### config.mk
export PLATFORM = sky130hd
export DESIGN_NAME = qpsk_symbol_sync
export DESIGN_NICKNAME = d
export VERILOG_FILES = /design/src/rtl/qpsk_symbol_sync.sv
export SDC_FILE = /design/constraint.sdc
export NUM_CORES = 1
export LEC_CHECK = 0
export BUFFER_PORTS_ARGS = -buffer_cell sky130_fd_sc_hd__buf_2
export CELL_PAD_IN_SITES_DETAIL_PLACEMENT = 1
export CELL_PAD_IN_SITES_GLOBAL_PLACEMENT = 1
export CORE_MARGIN = 2
export CORE_UTILIZATION = 40
export DETAILED_ROUTE_END_ITERATION = 7
export GPL_ROUTABILITY_DRIVEN = 0
export GPL_TIMING_DRIVEN = 0
export HOLD_SLACK_MARGIN = 0.02
export PLACE_DENSITY_LB_ADDON = 0.2
export REMOVE_ABC_BUFFERS = 1
export SLEW_MARGIN = 20
export SYNTH_ARGS = -nofsm -noshare
export SYNTH_HDL_FRONTEND = slang
export SYNTH_SLANG_ARGS = --single-unit
### constraint.sdc
create_clock -name clk -period 5.47 [get_ports clk]
set_clock_uncertainty 0.1 [all_clocks]
set_input_delay 0.547 -clock clk [delete_from_list [all_inputs] [get_ports clk]]
set_output_delay 0.547 -clock clk [all_outputs]
set_load 0.005 [all_outputs]
### src/rtl/qpsk_symbol_sync.sv
// qpsk_symbol_sync
//   Symbol timing recovery and hard-decision slicer for the QPSK demodulator.
//   Derotated I/Q is integrated over one symbol period and dumped. A sign-based
//   Gardner detector nudges the period by one sample. Dibits are emitted on a
//   valid/ready interface once carrier lock has been held for LOCK_CNT dumps.
//
// Ports
//   clk            system clock
//   reset          asynchronous, active-high reset
//   i_in, q_in     signed derotated baseband samples, consumed when sample_en=1
//   sample_en      sample strobe
//   carrier_locked lock flag from the carrier loop
//   sym_ready      downstream accept
//   sym_valid      symbol available (held until accepted)
//   sym_data       dibit {I<0, Q<0}
//   sym_i, sym_q   integrated I/Q of the emitted symbol
//   sync_locked    lock qualified
//   overflow       one-cycle pulse when an unaccepted symbol is overwritten
//   timing_acc     signed timing-error accumulator (debug)

module qpsk_symbol_sync #(
    parameter int SPS        = 16,
    parameter int ACC_W      = 40,
    parameter int TED_THRESH = 8,
    parameter int LOCK_CNT   = 64
) (
    input  logic                    clk,
    input  logic                    reset,
    input  logic signed [31:0]      i_in,
    input  logic signed [31:0]      q_in,
    input  logic                    sample_en,
    input  logic                    carrier_locked,
    input  logic                    sym_ready,
    output logic                    sym_valid,
    output logic [1:0]              sym_data,
    output logic signed [ACC_W-1:0] sym_i,
    output logic signed [ACC_W-1:0] sym_q,
    output logic                    sync_locked,
    output logic                    overflow,
    output logic signed [7:0]       timing_acc
);

    localparam int CNT_W = $clog2(SPS + 2);
    localparam int LCK_W = $clog2(LOCK_CNT + 1);

    localparam logic [CNT_W-1:0] PER_NOM   = CNT_W'(SPS);
    localparam logic [CNT_W-1:0] PER_EARLY = CNT_W'(SPS + 1);
    localparam logic [CNT_W-1:0] PER_LATE  = CNT_W'(SPS - 1);
    localparam logic [LCK_W-1:0] LOCK_MAX  = LCK_W'(LOCK_CNT);

    localparam logic signed [7:0] POS_TH = 8'(TED_THRESH);
    localparam logic signed [7:0] NEG_TH = -8'(TED_THRESH);

    logic [CNT_W-1:0]        cnt;
    logic [CNT_W-1:0]        period;
    logic signed [ACC_W-1:0] acc_i;
    logic signed [ACC_W-1:0] acc_q;
    // Sign flags below are stored as "is negative" (1 = -1, 0 = +1).
    logic                    bnd_i;
    logic                    bnd_q;
    logic                    prev_i;
    logic                    prev_q;
    logic                    prev_valid;
    logic [LCK_W-1:0]        lock_cnt;

    logic signed [ACC_W-1:0] sum_i;
    logic signed [ACC_W-1:0] sum_q;
    logic                    dump;
    logic                    cur_i;
    logic                    cur_q;
    logic signed [7:0]       ted_sum;

    // One Gardner term: (sgn(prev) - sgn(cur)) * sgn(bnd), all in {+1,-1}.
    function automatic logic signed [7:0] ted_term(input logic p, input logic c, input logic b);
        logic signed [7:0] d;
        d = '0;
        if (p != c) begin
            d = p ? -8'sd2 : 8'sd2;
        end
        return b ? -d : d;
    endfunction

    always_comb begin
        sum_i   = acc_i + ACC_W'(i_in);
        sum_q   = acc_q + ACC_W'(q_in);
        dump    = sample_en && (cnt == period - CNT_W'(1));
        cur_i   = sum_i[ACC_W-1];
        cur_q   = sum_q[ACC_W-1];
        ted_sum = timing_acc + ted_term(prev_i, cur_i, bnd_i)
                             + ted_term(prev_q, cur_q, bnd_q);
    end

    always_ff @(posedge clk or posedge reset) begin
        if (reset) begin
            cnt         <= '0;
            period      <= PER_NOM;
            acc_i       <= '0;
            acc_q       <= '0;
            bnd_i       <= 1'b0;
            bnd_q       <= 1'b0;
            prev_i      <= 1'b0;
            prev_q      <= 1'b0;
            prev_valid  <= 1'b0;
            lock_cnt    <= '0;
            sym_valid   <= 1'b0;
            sym_data    <= '0;
            sym_i       <= '0;
            sym_q       <= '0;
            sync_locked <= 1'b0;
            overflow    <= 1'b0;
            timing_acc  <= '0;
        end else begin
            overflow <= 1'b0;
            if (sym_valid && sym_ready) begin
                sym_valid <= 1'b0;
            end

            if (sample_en) begin
                if (cnt == '0) begin
                    bnd_i <= i_in[31];
                    bnd_q <= q_in[31];
                end
                if (dump) begin
                    acc_i      <= '0;
                    acc_q      <= '0;
                    cnt        <= '0;
                    prev_i     <= cur_i;
                    prev_q     <= cur_q;
                    prev_valid <= 1'b1;
                    period     <= PER_NOM;
                    // The first dump after reset only seeds prev_*.
                    if (prev_valid) begin
                        if (ted_sum >= POS_TH) begin
                            period     <= PER_EARLY;
                            timing_acc <= '0;
                        end else if (ted_sum <= NEG_TH) begin
                            period     <= PER_LATE;
                            timing_acc <= '0;
                        end else begin
                            timing_acc <= ted_sum;
                        end
                    end
                    // Emission uses the lock state before this cycle's update.
                    if (sync_locked) begin
                        sym_i     <= sum_i;
                        sym_q     <= sum_q;
                        sym_data  <= {cur_i, cur_q};
                        sym_valid <= 1'b1;
                        overflow  <= sym_valid && !sym_ready;
                    end
                end else begin
                    acc_i <= sum_i;
                    acc_q <= sum_q;
                    cnt   <= cnt + CNT_W'(1);
                end
            end

            if (!carrier_locked) begin
                lock_cnt    <= '0;
                sync_locked <= 1'b0;
            end else begin
                if (dump && (lock_cnt != LOCK_MAX)) begin
                    lock_cnt <= lock_cnt + LCK_W'(1);
                end
                sync_locked <= (lock_cnt == LOCK_MAX);
            end
        end
    end

endmodule
# Word-level counts from Yosys, hierarchy flattened
# Cells that the tools add are included.
word_totals:
  out_inout_bits: 93
  elab_cells: 68
  register_bits: 195
classes:
  addsub: 9
  n_eq_ne: 6
  reduce_logical: 10
  muxes: 24
  n_lt_le_gt_ge: 2
ops:
  columns: ["operator", "n"]
  rows:
  - ["40-bit by 32-bit adder with 40-bit output", 2]
  - ["40-bit 2-to-1 mux", 2]
  - ["8-bit 2-to-1 mux", 8]
  - ["5-bit 2-to-1 mux", 4]
  - ["8-bit adder", 2]
  - ["8-bit negator", 2]
  - ["7-bit 2-to-1 mux", 2]
  - ["8-bit by 5-bit greater-or-equal comparator with 1-bit output (second input constant)", 1]
  - ["8-bit by 4-bit less-or-equal comparator with 1-bit output (second input constant)", 1]
  - ["1-bit 2-to-1 mux", 8]
  - ["7-bit by 1-bit adder with 7-bit output (second input constant)", 1]
  - ["7-bit == test (second input constant)", 1]
  - ["7-bit != test (second input constant)", 1]
  - ["3-bit AND reduction", 2]
  - ["5-bit by 1-bit adder with 5-bit output (second input constant)", 1]
  - ["5-bit == test", 1]
  - ["5-bit zero test", 1]
  - ["5-bit by 1-bit subtractor with 5-bit output (second input constant)", 1]
  - ["1-bit logical AND", 4]
  - ["2-bit AND reduction", 2]
  - ["1-bit != test", 2]
  - ["2-bit by 1-bit != test with 1-bit output (second input constant)", 1]
  - ["1-bit zero test", 1]

# Depth between registers and ports, before layout
# Gate-level depths: netlist (run 1).
logic_depth:
  ltp_word: 11
  depth_mapped: 25
  mapped_depth_nobuf: 24

# Least setup slack after synthesis (run 1)
# No wires, ideal clock.
synth_path:
  kind: "input-to-reg"
  from: "input port i_in[18]"
  to: "register timing_acc[3]"
  required_ns: 5.305
  n_path_buf: 1
  path_slack_ns: -0.164
  stages: 23
  arrival_time_ns: 5.469
  setup_time_ns: 0.065
  cell_sequence: "ha_1 > buf_2 > nand4_1 > or3_1 > or4_1 > a221oi_2 > o31ai_2 > mux2i_4 > a21o_1 > and2_1 > ha_1 > mux2_2 > fa_1 > ha_1 > inv_1 > fa_1 > inv_1 > a21o_1 > a21oi_1 > xnor2_1 > nand3_1 > nor3_1 > a21o_1"
synth_between:
  elab_chain_len: 10
synth_lines:
  columns: ["element", "line", "source"]
  rows:
  - ["from (decl)", "29", "input logic signed [31:0] i_in,"]
  - ["40-bit by 32-bit adder with 40-bit output *", "84", "sum_i = acc_i + ACC_W'(i_in);"]
  - ["1-bit != test *", "77", "if (p != c) begin"]
  - ["8-bit 2-to-1 mux *", "77", null]
  - ["8-bit negator", "80", "return b ? -d : d;"]
  - ["8-bit 2-to-1 mux *", "80", null]
  - ["8-bit adder *", "89", "ted_sum = timing_acc + ted_term(prev_i, cur_i, bnd_i)"]
  - ["8-bit adder *", "90", "+ ted_term(prev_q, cur_q, bnd_q);"]
  - ["8-bit by 4-bit less-or-equal comparator with 1-bit output", "136", "end else if (ted_sum <= NEG_TH) begin"]
  - ["8-bit 2-to-1 mux", "136", null]
  - ["8-bit 2-to-1 mux *", "133", "if (ted_sum >= POS_TH) begin"]
  - ["to (signal assigned)", "140", "timing_acc <= ted_sum;"]
  - ["to (decl)", "40", "output logic signed [7:0] timing_acc"]
# Mark *: on every way between the ends. The rest lies on a longest branch, timed or not.
# A chain may end at the register's enable or synchronous reset.

# Worst setup path after layout (run 1)
layout_path:
  from: "register acc_i[18]"
  to: "register period[3]"
layout_between:
  elab_chain_len: 11
layout_lines:
  columns: ["element", "line", "source"]
  rows:
  - ["from (decl)", "56", "logic signed [ACC_W-1:0] acc_i;"]
  - ["from (signal assigned)", "152", "acc_i <= sum_i;"]
  - ["40-bit by 32-bit adder with 40-bit output *", "84", null]
  - ["1-bit != test *", "77", null]
  - ["8-bit 2-to-1 mux *", "77", null]
  - ["8-bit negator", "80", null]
  - ["8-bit 2-to-1 mux *", "80", null]
  - ["8-bit adder *", "89", null]
  - ["8-bit adder *", "90", null]
  - ["8-bit by 4-bit less-or-equal comparator with 1-bit output", "136", null]
  - ["5-bit 2-to-1 mux", "136", null]
  - ["5-bit 2-to-1 mux *", "133", null]
  - ["5-bit 2-to-1 mux *", "132", "if (prev_valid) begin"]
  - ["to (signal assigned)", "130", "period <= PER_NOM;"]
  - ["to (signal assigned)", "134", "period <= PER_EARLY;"]
  - ["to (signal assigned)", "137", "period <= PER_LATE;"]
  - ["to (decl)", "55", "logic [CNT_W-1:0] period;"]
# Marked as above.

==> results of run 1 <==
[worst reg2reg max path, stage by stage (launching register included)]
cell                       delay (ps)
sky130_fd_sc_hd__dfrtp_1          430
sky130_fd_sc_hd__ha_4             300
sky130_fd_sc_hd__nand4_1          130
sky130_fd_sc_hd__or3_4            380
sky130_fd_sc_hd__or4_4            450
sky130_fd_sc_hd__a221oi_4         280
sky130_fd_sc_hd__o31ai_4          140
sky130_fd_sc_hd__mux2i_4          230
sky130_fd_sc_hd__a21o_1           210
sky130_fd_sc_hd__and2_4           180
sky130_fd_sc_hd__ha_4             140
sky130_fd_sc_hd__mux2_4           300
sky130_fd_sc_hd__fa_1             530
sky130_fd_sc_hd__ha_2             180
sky130_fd_sc_hd__inv_2             40
sky130_fd_sc_hd__fa_2             350
sky130_fd_sc_hd__inv_2             60
sky130_fd_sc_hd__a21o_1           140
sky130_fd_sc_hd__a21oi_2           70
sky130_fd_sc_hd__xnor2_2          180
sky130_fd_sc_hd__nand3_2          170
sky130_fd_sc_hd__nor3b_4          200
sky130_fd_sc_hd__a21o_1           160
[power groups by stage]
stage	sequential, mW	combinational (mW)	clock, mW
2_1_floorplan	1.99	3.40	0
4_1_cts	2.05	4.72	1.25
6_report	2.06	5.05	1.21
3_5_place_dp	2.05	4.39	0
5_1_grt	2.11	5.63	1.30
3_3_place_gp	2.04	4.25	0
[metal layers]
layer	vias up	part of all wire, %	wire length, um
li1	5090	-	-
met1	5240	48	17000
met2	160	47	16600
met3	33	2.9	1040
met4	0	1.8	637
met5	-	0	0
[worst max-delay path by stage]
stage / startpoint / to / slack [ps]
2_1_floorplan: reset / acc_i[0] / -350
3_3_place_gp: reset / lock_cnt[4] / -2920
3_5_place_dp: i_in[20] / timing_acc[4] / -1030
4_1_cts: acc_q[23] / period[3] / 0.01
5_1_grt: acc_i[18] / period[3] / -200
6_report: acc_i[18] / period[3] / 10
[metrics by stage]
step | area, um^2 | total power, mW | cells | setup TNS (ps) | util [%]
after floorplan | 12000 | 5.39 | 1271 | -66320 | -
after global placement | 13300 | 6.29 | 1827 | -632530 | 43.7
after detailed placement | 13400 | 6.44 | 1832 | -9270 | 44.2
after CTS | 14400 | 8.02 | 1880 | 0 | 47.4
after global routing | 14600 | 9.03 | 1888 | -1590 | 48.0
final | 14600 | 8.32 | 1888 | 0 | 48.0
[layout make-up]
cell class	count	share of cell area [%]
Clock buffer	21	3.16
Clock inverter	11	0.575
Timing Repair Buffer	188	7.74
Tap cell	396	3.40
Sequential cell	190	32.6
Antenna cell	1	0.0172
Multi-Input combinational cell	1019	50.8
Inverter	62	1.66
[layout by cell type (no fill, tap or decap), drive strengths merged, types with 7 or more instances in the layout]
cell type  instances
dfrtp            189
buf              188
nand2            178
o21ai            106
ha                99
a21oi             91
inv               65
nor2              56
a21o              55
o2bb2ai           54
xnor2             44
xor2              39
nand3             39
clkbuf            21
nand4             19
a31oi             16
o21a              15
nand2b            15
nor2b             13
o211ai            13
nor3              13
a211oi            12
mux2              12
and3              11
o31ai             11
and2              11
o21bai             8
a31o               7
[flip-flops by register name, indices dropped and copies added, names as in the netlist, 2 cells and up]
name        flops
timing_acc      7
cnt             5
acc_q          40
sym_q          39
acc_i          40
sym_i          39
sym_data        2
lock_cnt        7
period          3
[what timing repair did]
action	4_1_cts	5_1_grt
resized for setup	52	23
endpoints found under the setup margin	10	10
endpoints found under the hold margin	0	0
buffers inserted	16	6
pin swaps	17	10
[logic make-up after synthesis]
group                      after synthesis
AOI/OAI and AO/OA                      435
xor gates and xnor gates                84
adders and majority gates              105
buffers and inverters                  126
DFF                                    190
muxes                                   15
other                                    1
and+or+nand+nor                        379
==> Implementation_results.wiki, run 1 <==
{| class="wikitable"
! Metric !! Value
|-
| Quantity of I/O buffers inserted on ports || 160
|-
| Endpoint of the worst register-to-register path || period[3]
|-
| Leakage power of the design || just over 7 nW
|-
| Met2 layer usage reported by global route || 37.1%
|-
| Site row count || 64
|-
| Area of the die || ~32000 um^2
|-
| Cell type contributing the most total cell area after synthesis || sky130_fd_sc_hd__dfrtp_1
|-
| Cell types occupying the most area after synthesis || sky130_fd_sc_hd__dfrtp_1 (39%), sky130_fd_sc_hd__ha_1 (10%), sky130_fd_sc_hd__nand2_1 (5.5%)
|-
| Number of gates on the worst path with buffers counted || 22
|-
| Top_reg_cell synth || sky130_fd_sc_hd__dfrtp_1
|-
| Slew margin rel. || roughly 50%
|-
| Data required time of the critical path || between 5000 and 6000 ps
|-
| Global-route wire length before repair || around 57 mm
|-
| Final Max Tran Viols || 0
|-
| Cell type of the slowest stage on the worst timing path || sky130_fd_sc_hd__fa_1
|-
| Share of the cycle needed by the critical path after routing || between 90 and 100%
|-
| DR iter-0 viols || about 420
|-
| Chip Width || around 180 um
|-
| Largest fanout on the critical path || 4
|-
| Vias in the first global route || roughly 11000
|-
| Final global-route overflow total || 0
|-
| Warnings from Yosys || 0
|-
| Boundary Pins || about 160
|-
| Achievable Freq || ~180 MHz
|-
| Sequential Power Share || between 20 and 25%
|-
| Proportion of power drawn by the clock network || ~14%
|-
| Combined area of all synthesized cells || between 10000 and 15000 um^2
|-
| Total area of sequential cells || between 4000 and 5000 um^2
|-
| Cell occurring most often along the worst timing path || sky130_fd_sc_hd__a21o_1
|-
| Distinct cell type count of the synthesized netlist || roughly 80
|-
| Number of vias per cell after detailed routing || about 5.6
|-
| Number of levels the H-tree was split into || 4
|-
| Critical Setup Path Class || reg -> reg
|-
| Switching power || 3.77 mW
|-
| Sequential element share of the synthesized area || 38.9%
|-
| Grt peak-use layer || met2
|-
| CTS max path bufs || 2
|-
| Post-route worst setup slack || 13.9 ps
|-
| HPWL after detailed placement || 24.8 mm
|-
| Initial antenna violation count || 1
|-
| Initial core utilization || around 40%
|-
| Max cap viols || 0
|-
| Xor and xnor area share after synthesis || under 10%
|-
| Clock sink count || 190
|-
| Area occupied by multi-input gates || roughly 7400 um^2
|-
| Number of iterations in the first detailed-routing pass || 5
|-
| Pin count of the biggest net entering global routing || between 70 and 80
|-
| Power Density || roughly 570 nW/um^2
|-
| Mux cell area share after synthesis || 1.45%
|-
| Post-synthesis simple-gate area fraction || between 10% and 20%
|-
| Tightest hold margin || 23.8 ps
|-
| Area growth from synthesis to final layout || 19.1%
|-
| Fraction of layout cells with a size suffix above 1 || a little over a fifth
|-
| Internal Dissipation || 4.55 mW
|-
| Fraction of registers with async set or reset after synthesis || between 90% and 100%
|-
| Synth Area per Inst || 9.17 um^2
|-
| Run status || finished, final reports clean
|-
| Setup slack on the worst flop-to-flop path || 10 ps
|-
| Area share of the largest cell type after synthesis || roughly two fifths
|-
| Final Routed Wirelength || around 35 mm
|-
| Post-route DRC || 0
|-
| Cell family contributing the most delay on the critical path || simple AND/OR/NAND/NOR gates
|-
| Number of enable-type register cells in the synthesized netlist || 0
|-
| Peak supply drop || ~0.00045 V
|-
| Transition time of the tightest slew-check pin || 753 ps
|-
| Final #Nets || about 1700
|-
| Switching portion of total power || a little under half
|-
| Combinational family with the most area after synthesis || compound AO/OA/AOI/OAI gates
|-
| Inserted Clock Buffers || 17
|-
| Portion of total power attributed to combinational logic || between 60% and 70%
|-
| Setup crit start kind || register
|-
| Endpoints failing setup || 0
|-
| Number of cells on the worst reg-to-reg path || 22
|-
| Worst setup timing slack at the placement stage || -1030 ps
|-
| Top-count cell post-synth || sky130_fd_sc_hd__dfrtp_1
|-
| Most frequent cells after synthesis || sky130_fd_sc_hd__dfrtp_1 (189), sky130_fd_sc_hd__nand2_1 (178), sky130_fd_sc_hd__o21ai_0 (102), sky130_fd_sc_hd__ha_1 (99), sky130_fd_sc_hd__a21oi_1 (91)
|-
| Fillcell total || 3507
|-
| Slowest cell delay on critical path || about 520 ps
|-
| Average wire per cell in the routed design || between 15 and 20 um
|-
| Adder-cell area share of the yosys netlist || ~11%
|-
| Number of buffer and inverter instances along the worst setup path || 2
|-
| Hold crit path type || in -> async
|-
| Area of the placeable core || between 30000 and 40000 um^2
|-
| Type of destination of the critical path || register
|-
| Critical path, cell by cell || ha_4 > nand4_1 > or3_4 > or4_4 > a221oi_4 > o31ai_4 > mux2i_4 > a21o_1 > and2_4 > ha_4 > mux2_4 > fa_1 > ha_2 > inv_2 > fa_2 > inv_2 > a21o_1 > a21oi_2 > xnor2_2 > nand3_2 > nor3b_4 > a21o_1
|-
| Clk Latency, worst-skew pair || about 460 ps
|-
| Number of cells produced by synthesis || between 1000 and 1500
|-
| Global-route usage over all layers || a little under a quarter
|-
| Worst flop-to-flop path startpoint || acc_i[18]
|-
| Arrival time of the worst setup path || approximately 5700 ps
|-
| Die span in y || approximately 180 um
|-
| Number of antenna-violating nets in the routed design || 0
|-
| Number of hold-repair buffers added at the cts stage || 0
|-
| Number of flip-flops and latches in the synthesized netlist || 190
|-
| Met3 Usage GRT || between 2 and 3%
|-
| RSZ-0062 raised after global routing || yes
|-
| Reg clk slew, reported paths || about 70 ps
|-
| Endpoints failing hold || 0
|-
| Met1 Usage GRT || 30.9%
|-
| Min Clock Period, post-route || around 5500 ps
|-
| Clock tree from TritonCTS || done
|-
| Clock root buffer || sky130_fd_sc_hd__clkbuf_16
|-
| Post-synthesis compound-gate area fraction || 24.0%
|-
| Via total after detailed routing || 10523
|}
Power figures use the tool's default switching activity.
==> run 2, diff against run 1 <==
- ABC_AREA: default -> 0
- SETUP_SLACK_MARGIN: default -> 0.05
==> Implementation_results.wiki, run 2 (synthesis gave the netlist of run 1 again) <==
{| class="wikitable"
! Metric !! Value
|-
| Post-detailed-placement cell area || 13400 um^2 (unchanged)
|-
| Utilization after layout || 48.4% (was 48.0%)
|-
| Final Max Tran Viols || 0 (unchanged)
|-
| Sequential Power Share || 24.6% (was 24.8%)
|-
| Hold crit path type || in -> async (unchanged)
|-
| Most frequent standard cell in the layout excluding fill and tap cells || sky130_fd_sc_hd__dfrtp_1 (unchanged)
|-
| Clk Latency, worst-skew pair || 460 ps (about the same)
|-
| Highest-count cells in the layout ignoring fill and taps || sky130_fd_sc_hd__dfrtp_1 (189), sky130_fd_sc_hd__nand2_1 (171), sky130_fd_sc_hd__buf_2 (160), sky130_fd_sc_hd__o21ai_0 (100), sky130_fd_sc_hd__a21oi_1 (84) (was sky130_fd_sc_hd__dfrtp_1 (189), sky130_fd_sc_hd__nand2_1 (172), sky130_fd_sc_hd__buf_2 (160), sky130_fd_sc_hd__o21ai_0 (100), sky130_fd_sc_hd__a21oi_1 (85))
|-
| RSZ-0062 raised after global routing || yes (unchanged)
|-
| Clock tree from TritonCTS || done (unchanged)
|-
| Portion of total power attributed to combinational logic || 61.0% (was 60.7%)
|-
| Inserted Clock Buffers || 17 (unchanged)
|-
| Fraction of layout cells with a size suffix above 1 || 21.8% (was 21.1%)
|-
| Final global-route overflow total || 0 (unchanged)
|-
| Quantity of I/O buffers inserted on ports || 160 (unchanged)
|-
| Data required time of the critical path || 5760 ps (was 5710 ps)
|-
| CTS max path bufs || 2 (unchanged)
|-
| Grt peak-use layer || met2 (unchanged)
|-
| Slew margin rel. || 49.7% (was 49.6%)
|-
| Endpoints failing setup || 0 (unchanged)
|-
| Peak supply drop || 0.000463 V (was 0.000448 V)
|-
| Run status || finished, final reports clean (unchanged)
|-
| Number of hold-repair buffers added at the cts stage || 0 (unchanged)
|-
| Setup slack on the worst flop-to-flop path || 70 ps (was 10 ps)
|-
| Switching portion of total power || 45.2% (was 45.3%)
|-
| Met2 layer usage reported by global route || 37.2% (was 37.1%)
|-
| Post-route worst setup slack || 72.8 ps (was 13.9 ps)
|-
| Proportion of power drawn by the clock network || 14.4% (was 14.5%)
|-
| Met1 Usage GRT || 30.9% (about the same)
|-
| Chip Width || 179 um (unchanged)
|-
| Number of levels the H-tree was split into || 4 (unchanged)
|-
| Critical Setup Path Class || reg -> reg (unchanged)
|-
| Share of the cycle needed by the critical path after routing || 98.7% (was 99.7%)
|-
| Final Routed Wirelength || 35.5 mm (was 35.2 mm)
|-
| Number of cells on the worst reg-to-reg path || 21 (was 22)
|-
| Met3 Usage GRT || 3.01% (was 2.99%)
|-
| Reg clk slew, reported paths || 70 ps (about the same)
|-
| Switching power || 3.80 mW (was 3.77 mW)
|-
| Type of destination of the critical path || register (unchanged)
|-
| Max cap viols || 0 (unchanged)
|-
| HPWL after detailed placement || 24.8 mm (unchanged)
|-
| Top flop regs || acc_i: 40 flops, acc_q: 40 flops (unchanged)
|-
| Endpoint of the worst register-to-register path || timing_acc[4] (was period[3])
|-
| Tightest hold margin || 23.4 ps (was 23.8 ps)
|-
| Setup crit start kind || register (unchanged)
|-
| Post-route DRC || 0 (unchanged)
|-
| Largest fanout on the critical path || 5 (was 4)
|-
| Area of the die || 32000 um^2 (unchanged)
|-
| Final #Nets || 1657 (was 1652)
|-
| Die span in y || 179 um (unchanged)
|-
| Initial core utilization || 40.3% (unchanged)
|-
| Internal Dissipation || 4.61 mW (was 4.55 mW)
|-
| Final non-filler cell area || 14700 um^2 (was 14600 um^2)
|-
| Number of antenna-violating nets in the routed design || 0 (unchanged)
|-
| Transition time of the tightest slew-check pin || 752 ps (was 753 ps)
|-
| Area growth from synthesis to final layout || 20.1% (was 19.1%)
|-
| Vias in the first global route || 10976 (was 10941)
|-
| DR iter-0 viols || 522 (was 423)
|-
| Power Density || 572 nW/um^2 (was 571 nW/um^2)
|-
| Arrival time of the worst setup path || 5690 ps (was 5700 ps)
|-
| Initial antenna violation count || 1 (unchanged)
|-
| Via total after detailed routing || 10569 (was 10523)
|-
| Final Power || 8.41 mW (was 8.32 mW)
|-
| Endpoints failing hold || 0 (unchanged)
|-
| Worst flop-to-flop path startpoint || acc_i[18] (unchanged)
|-
| Global-route usage over all layers || 22.6% (was 22.5%)
|-
| Site row count || 64 (unchanged)
|-
| Number of iterations in the first detailed-routing pass || 5 (unchanged)
|-
| Leakage power of the design || 7.10 nW (was 7.07 nW)
|-
| Number of vias per cell after detailed routing || 5.58 (was 5.57)
|-
| Achievable Freq || 185 MHz (was 183 MHz)
|-
| Boundary Pins || 162 (unchanged)
|-
| Worst setup timing slack at the placement stage || -1030 ps (unchanged)
|-
| Pin count of the biggest net entering global routing || 79 (unchanged)
|-
| Average wire per cell in the routed design || 18.7 um (about the same)
|-
| Clock sink count || 190 (unchanged)
|-
| Global-route wire length before repair || 57.4 mm (was 57.3 mm)
|-
| Clock root buffer || sky130_fd_sc_hd__clkbuf_16 (unchanged)
|-
| Area of the placeable core || 30300 um^2 (unchanged)
|-
| Min Clock Period, post-route || 5400 ps (was 5460 ps)
|}
## run 2: worst max-delay path by stage
stage                    from             to  slack [ps]
floorplan               reset       acc_i[0]        -350
global placement        reset    lock_cnt[4]       -2920
detailed placement   i_in[20]  timing_acc[4]       -1030
CTS                 acc_i[20]      period[3]          50
global route        acc_i[17]      period[3]        -150
finish              acc_i[18]  timing_acc[4]          70
## run 2: layout make-up
cell class                 instances  area (um^2)
tap                              396          495
timing repair buffer             193         1170
multi-input combinational       1019         7490
sequential                       190         4760
antenna                            1         2.50
inverter                          62          243
clock inverter                    11         83.8
clock buffer                      21          460
fill                            3509        15600
## run 2: critical path, stage by stage, from the launching register on
cell and delay, ps:
sky130_fd_sc_hd__dfrtp_1 430, sky130_fd_sc_hd__ha_4 290, sky130_fd_sc_hd__nand4_1 130, sky130_fd_sc_hd__or3_4 370, sky130_fd_sc_hd__or4_4 450, sky130_fd_sc_hd__a221oi_4 280
sky130_fd_sc_hd__o31ai_4 130, sky130_fd_sc_hd__mux2i_4 230, sky130_fd_sc_hd__a21o_1 210, sky130_fd_sc_hd__and2_4 180, sky130_fd_sc_hd__ha_4 140, sky130_fd_sc_hd__mux2_4 280
sky130_fd_sc_hd__fa_1 430, sky130_fd_sc_hd__ha_1 300, sky130_fd_sc_hd__a21o_1 200, sky130_fd_sc_hd__a21oi_2 150, sky130_fd_sc_hd__o21bai_1 90, sky130_fd_sc_hd__a21oi_2 250
sky130_fd_sc_hd__xnor2_4 130, sky130_fd_sc_hd__buf_12 150, sky130_fd_sc_hd__nor3_4 280, sky130_fd_sc_hd__a21o_1 130
## run 2: what timing repair did
item                                    CTS  global route
gates resized for setup                  65            21
cloned                                    0             0
setup buffers                            20             7
pin swaps                                21            13
endpoints found under the setup margin   10            10
## run 2: power groups by stage
stage	clock (mW)	combinational (mW)	sequential (mW)
after floorplan	0	3.40	1.99
after CTS	1.25	4.78	2.06
after global routing	1.30	5.72	2.12
after global placement	0	4.25	2.04
after detailed placement	0	4.39	2.05
final	1.21	5.13	2.07
## run 2: metal layers
layer  vias to the layer above  wire (um)
met1                      5254      16900
met2                       165      16800
met5                         -          0
met4                         0        688
li1                       5112          -
met3                        38       1130
## run 2: per-stage QoR
stage | std cells | setup TNS (ps)
after floorplan | 1271 | -66320
after global placement | 1827 | -632530
after detailed placement | 1832 | -9270
after CTS | 1884 | 0
after global routing | 1893 | -1160
final | 1893 | 0
==> run 3, diff against run 2 <==
- CORE_UTILIZATION: 40 -> 41
==> Implementation_results.wiki, run 3 (synthesis gave the netlist of run 1 again) <==
{| class="wikitable"
! Metric !! Value
|-
| Peak supply drop || 0.000326 V (was 0.000463 V)
|-
| Switching power || 3.84 mW (was 3.80 mW)
|-
| Endpoints failing setup || 0 (unchanged)
|-
| Final non-filler cell area || 14700 um^2 (about the same)
|-
| Number of iterations in the first detailed-routing pass || 5 (unchanged)
|-
| Slew margin rel. || 49.3% (was 49.7%)
|-
| Power Density || 572 nW/um^2 (about the same)
|-
| Endpoint of the worst register-to-register path || period[3] (was timing_acc[4])
|-
| Type of destination of the critical path || register (unchanged)
|-
| Fillcell total || 3461 (was 3509)
|-
| Sequential Power Share || 24.5% (was 24.6%)
|-
| Endpoint with the worst hold slack || overflow
|-
| Endpoints failing hold || 0 (unchanged)
|-
| Area growth from synthesis to final layout || 20.0% (was 20.1%)
|-
| Area occupied by multi-input gates || 7450 um^2 (was 7490 um^2)
|-
| Finished Layout Cells || 1889 (was 1893)
|-
| Inserted Clock Buffers || 17 (unchanged)
|-
| Highest-count cells in the layout ignoring fill and taps || sky130_fd_sc_hd__dfrtp_1 (189), sky130_fd_sc_hd__nand2_1 (170), sky130_fd_sc_hd__buf_2 (159), sky130_fd_sc_hd__o21ai_0 (100), sky130_fd_sc_hd__a21oi_1 (84) (was sky130_fd_sc_hd__dfrtp_1 (189), sky130_fd_sc_hd__nand2_1 (171), sky130_fd_sc_hd__buf_2 (160), sky130_fd_sc_hd__o21ai_0 (100), sky130_fd_sc_hd__a21oi_1 (84))
|-
| RSZ-0062 raised after global routing || yes (unchanged)
|-
| Clock tree from TritonCTS || done (unchanged)
|-
| Vias in the first global route || 11182 (was 10976)
|-
| Portion of total power attributed to combinational logic || 60.4% (was 61.0%)
|-
| Clk Latency, worst-skew pair || 460 ps (about the same)
|-
| Die span in y || 177 um (was 179 um)
|-
| Via total after detailed routing || 10634 (was 10569)
|-
| Dpl cells || 1826 (was 1832)
|-
| Chip Width || 177 um (was 179 um)
|-
| Min Clock Period, post-route || 5380 ps (was 5400 ps)
|-
| Fraction of layout cells with a size suffix above 1 || 22.0% (was 21.8%)
|-
| Tightest hold margin || 253 ps (was 23.4 ps)
|-
| Reg clk slew, reported paths || 80 ps (was 70 ps)
|-
| Internal Dissipation || 4.57 mW (was 4.61 mW)
|-
| Share of the cycle needed by the critical path after routing || 98.4% (was 98.7%)
|-
| Setup crit start kind || register (unchanged)
|-
| Global-route wire length before repair || 58.6 mm (was 57.4 mm)
|-
| Critical hold path startpoint || sym_ready
|-
| Worst flop-to-flop path startpoint || acc_i[17] (was acc_i[18])
|-
| HPWL after detailed placement || 24.8 mm (about the same)
|-
| Setup slack on the worst flop-to-flop path || 90 ps (was 70 ps)
|-
| Top flop regs || acc_i: 40 flops, acc_q: 40 flops (unchanged)
|-
| Hold crit path type || in -> reg (was in -> async)
|-
| CTS max path bufs || 2 (unchanged)
|-
| Achievable Freq || 186 MHz (was 185 MHz)
|-
| Largest fanout on the critical path || 4 (was 5)
|-
| Most frequent standard cell in the layout excluding fill and tap cells || sky130_fd_sc_hd__dfrtp_1 (unchanged)
|-
| Pin count of the biggest net entering global routing || 79 (unchanged)
|-
| Transition time of the tightest slew-check pin || 760 ps (was 752 ps)
|-
| Final Max Tran Viols || 0 (unchanged)
|-
| Switching portion of total power || 45.6% (was 45.2%)
|-
| Quantity of I/O buffers inserted on ports || 160 (unchanged)
|-
| Proportion of power drawn by the clock network || 15.1% (was 14.4%)
|-
| Site row count || 63 (was 64)
|-
| Final global-route overflow total || 0 (unchanged)
|-
| Worst Hold Depth || 3
|-
| Number of levels the H-tree was split into || 4 (unchanged)
|-
| DR iter-0 viols || 519 (was 522)
|-
| Clock root buffer || sky130_fd_sc_hd__clkbuf_16 (unchanged)
|-
| Average wire per cell in the routed design || 18.9 um (was 18.7 um)
|-
| Final Routed Wirelength || 35.7 mm (was 35.5 mm)
|-
| Data required time of the critical path || 5720 ps (was 5760 ps)
|-
| Critical Setup Path Class || reg -> reg (unchanged)
|-
| Run status || finished, final reports clean (unchanged)
|-
| Initial antenna violation count || 2 (was 1)
|-
| Arrival time of the worst setup path || 5630 ps (was 5690 ps)
|-
| Total area of sequential cells || 4760 um^2 (unchanged)
|-
| Number of antenna-violating nets in the routed design || 0 (unchanged)
|-
| Number of vias per cell after detailed routing || 5.63 (was 5.58)
|-
| Post-route DRC || 0 (unchanged)
|-
| Final #Nets || 1658 (was 1657)
|-
| Post-detailed-placement cell area || 13400 um^2 (unchanged)
|-
| Leakage power of the design || 7.12 nW (was 7.10 nW)
|-
| Boundary Pins || 162 (unchanged)
|-
| Area of the die || 31200 um^2 (was 32000 um^2)
|-
| Area of the placeable core || 29500 um^2 (was 30300 um^2)
|-
| Max cap viols || 0 (unchanged)
|-
| Initial core utilization || 41.5% (was 40.3%)
|-
| Number of cells on the worst reg-to-reg path || 22 (was 21)
|-
| Global-route usage over all layers || 23.4% (was 22.6%)
|-
| Clock sink count || 190 (unchanged)
|}
## run 3: cell count changes in the layout (fill, tap and decap cells not counted), sizes merged
cell / change
clkinv: -1
diode: +1
dlygate4sd3: +1
clkinvlp: -1
inv: +6
clkbuf: -4
## run 3: through the flow
| stage | utilization (%) | setup TNS, ps | setup WS (ps) | total power, mW |
|---|---|---|---|---|
| 3_5_place_dp | 45.6 | -9300 | -1020 | 6.47 |
| 6_report | 49.8 | 0 | 87.0 | 8.41 |
| 5_1_grt | 49.8 | -805 | -117 | 9.14 |
| 3_3_place_gp | 45.0 | -638710 | -2970 | 6.29 |
| 2_1_floorplan | - | -66320 | -346 | 5.39 |
| 4_1_cts | 49.3 | 0 | 52.0 | 8.17 |
## run 3: what timing repair did
| action | in CTS | in global routing |
|---|---|---|
| endpoints found under the hold margin | 37 | 0 |
| hold buffers | 1 | 0 |
| buffers inserted | 17 | 11 |
| pin swaps | 24 | 13 |
| setup endpoints to repair | 10 | 10 |
| cloned | 0 | 0 |
| resized for setup | 71 | 18 |
## run 3: area by class of cell
type / instances / area share [%]
Tap cell: 390 / 3.32
Antenna cell: 2 / 0.0341
Inverter: 62 / 1.65
Clock inverter: 15 / 1.04
Sequential cell: 190 / 32.4
Multi-Input combinational cell: 1019 / 50.7
Clock buffer: 17 / 2.90
Timing Repair Buffer: 194 / 7.96
## run 3: worst max-delay path, stage by stage, from the launching register on
cell and delay [ps]:
sky130_fd_sc_hd__dfrtp_1 410, sky130_fd_sc_hd__ha_4 280, sky130_fd_sc_hd__nand4_1 140, sky130_fd_sc_hd__or3_4 410
sky130_fd_sc_hd__or4_4 450, sky130_fd_sc_hd__a221oi_4 280, sky130_fd_sc_hd__o31ai_4 140, sky130_fd_sc_hd__mux2i_4 230
sky130_fd_sc_hd__a21o_1 220, sky130_fd_sc_hd__and2_4 180, sky130_fd_sc_hd__ha_4 150, sky130_fd_sc_hd__mux2_4 280
sky130_fd_sc_hd__fa_1 490, sky130_fd_sc_hd__ha_2 190, sky130_fd_sc_hd__inv_2 40, sky130_fd_sc_hd__fa_2 350
sky130_fd_sc_hd__inv_2 60, sky130_fd_sc_hd__a21o_1 120, sky130_fd_sc_hd__a21oi_2 70, sky130_fd_sc_hd__xnor2_2 170
sky130_fd_sc_hd__nand3_2 150, sky130_fd_sc_hd__nor3b_4 190, sky130_fd_sc_hd__a21o_1 160
## run 3: worst max-delay path by stage
stage,start,end,slack (ps),cells after the start
after floorplan,reset,acc_i[0],-350,1
after global placement,reset,timing_acc[3],-2970,2
after detailed placement,q_in[24],timing_acc[3],-1020,24
after CTS,acc_i[20],period[3],50,22
after global routing,acc_i[18],period[3],-120,23
final,acc_i[17],period[3],90,22
## run 3: power by group through the flow
stage / combinational, mW / sequential, mW / clock [mW]
after floorplan: 3.40 / 1.99 / 0
after global placement: 4.25 / 2.04 / 0
after detailed placement: 4.41 / 2.06 / 0
after CTS: 4.81 / 2.06 / 1.30
after global routing: 5.67 / 2.11 / 1.36
final: 5.08 / 2.06 / 1.27
## run 3: routing by layer
metal	share of wire [%]	vias to the layer above	GRT usage (%)
met5	0	-	0
met4	1.8	0	6.65
met3	3.2	32	3.95
met2	47	159	38.3
met1	48	5328	31.8
li1	-	5115	-
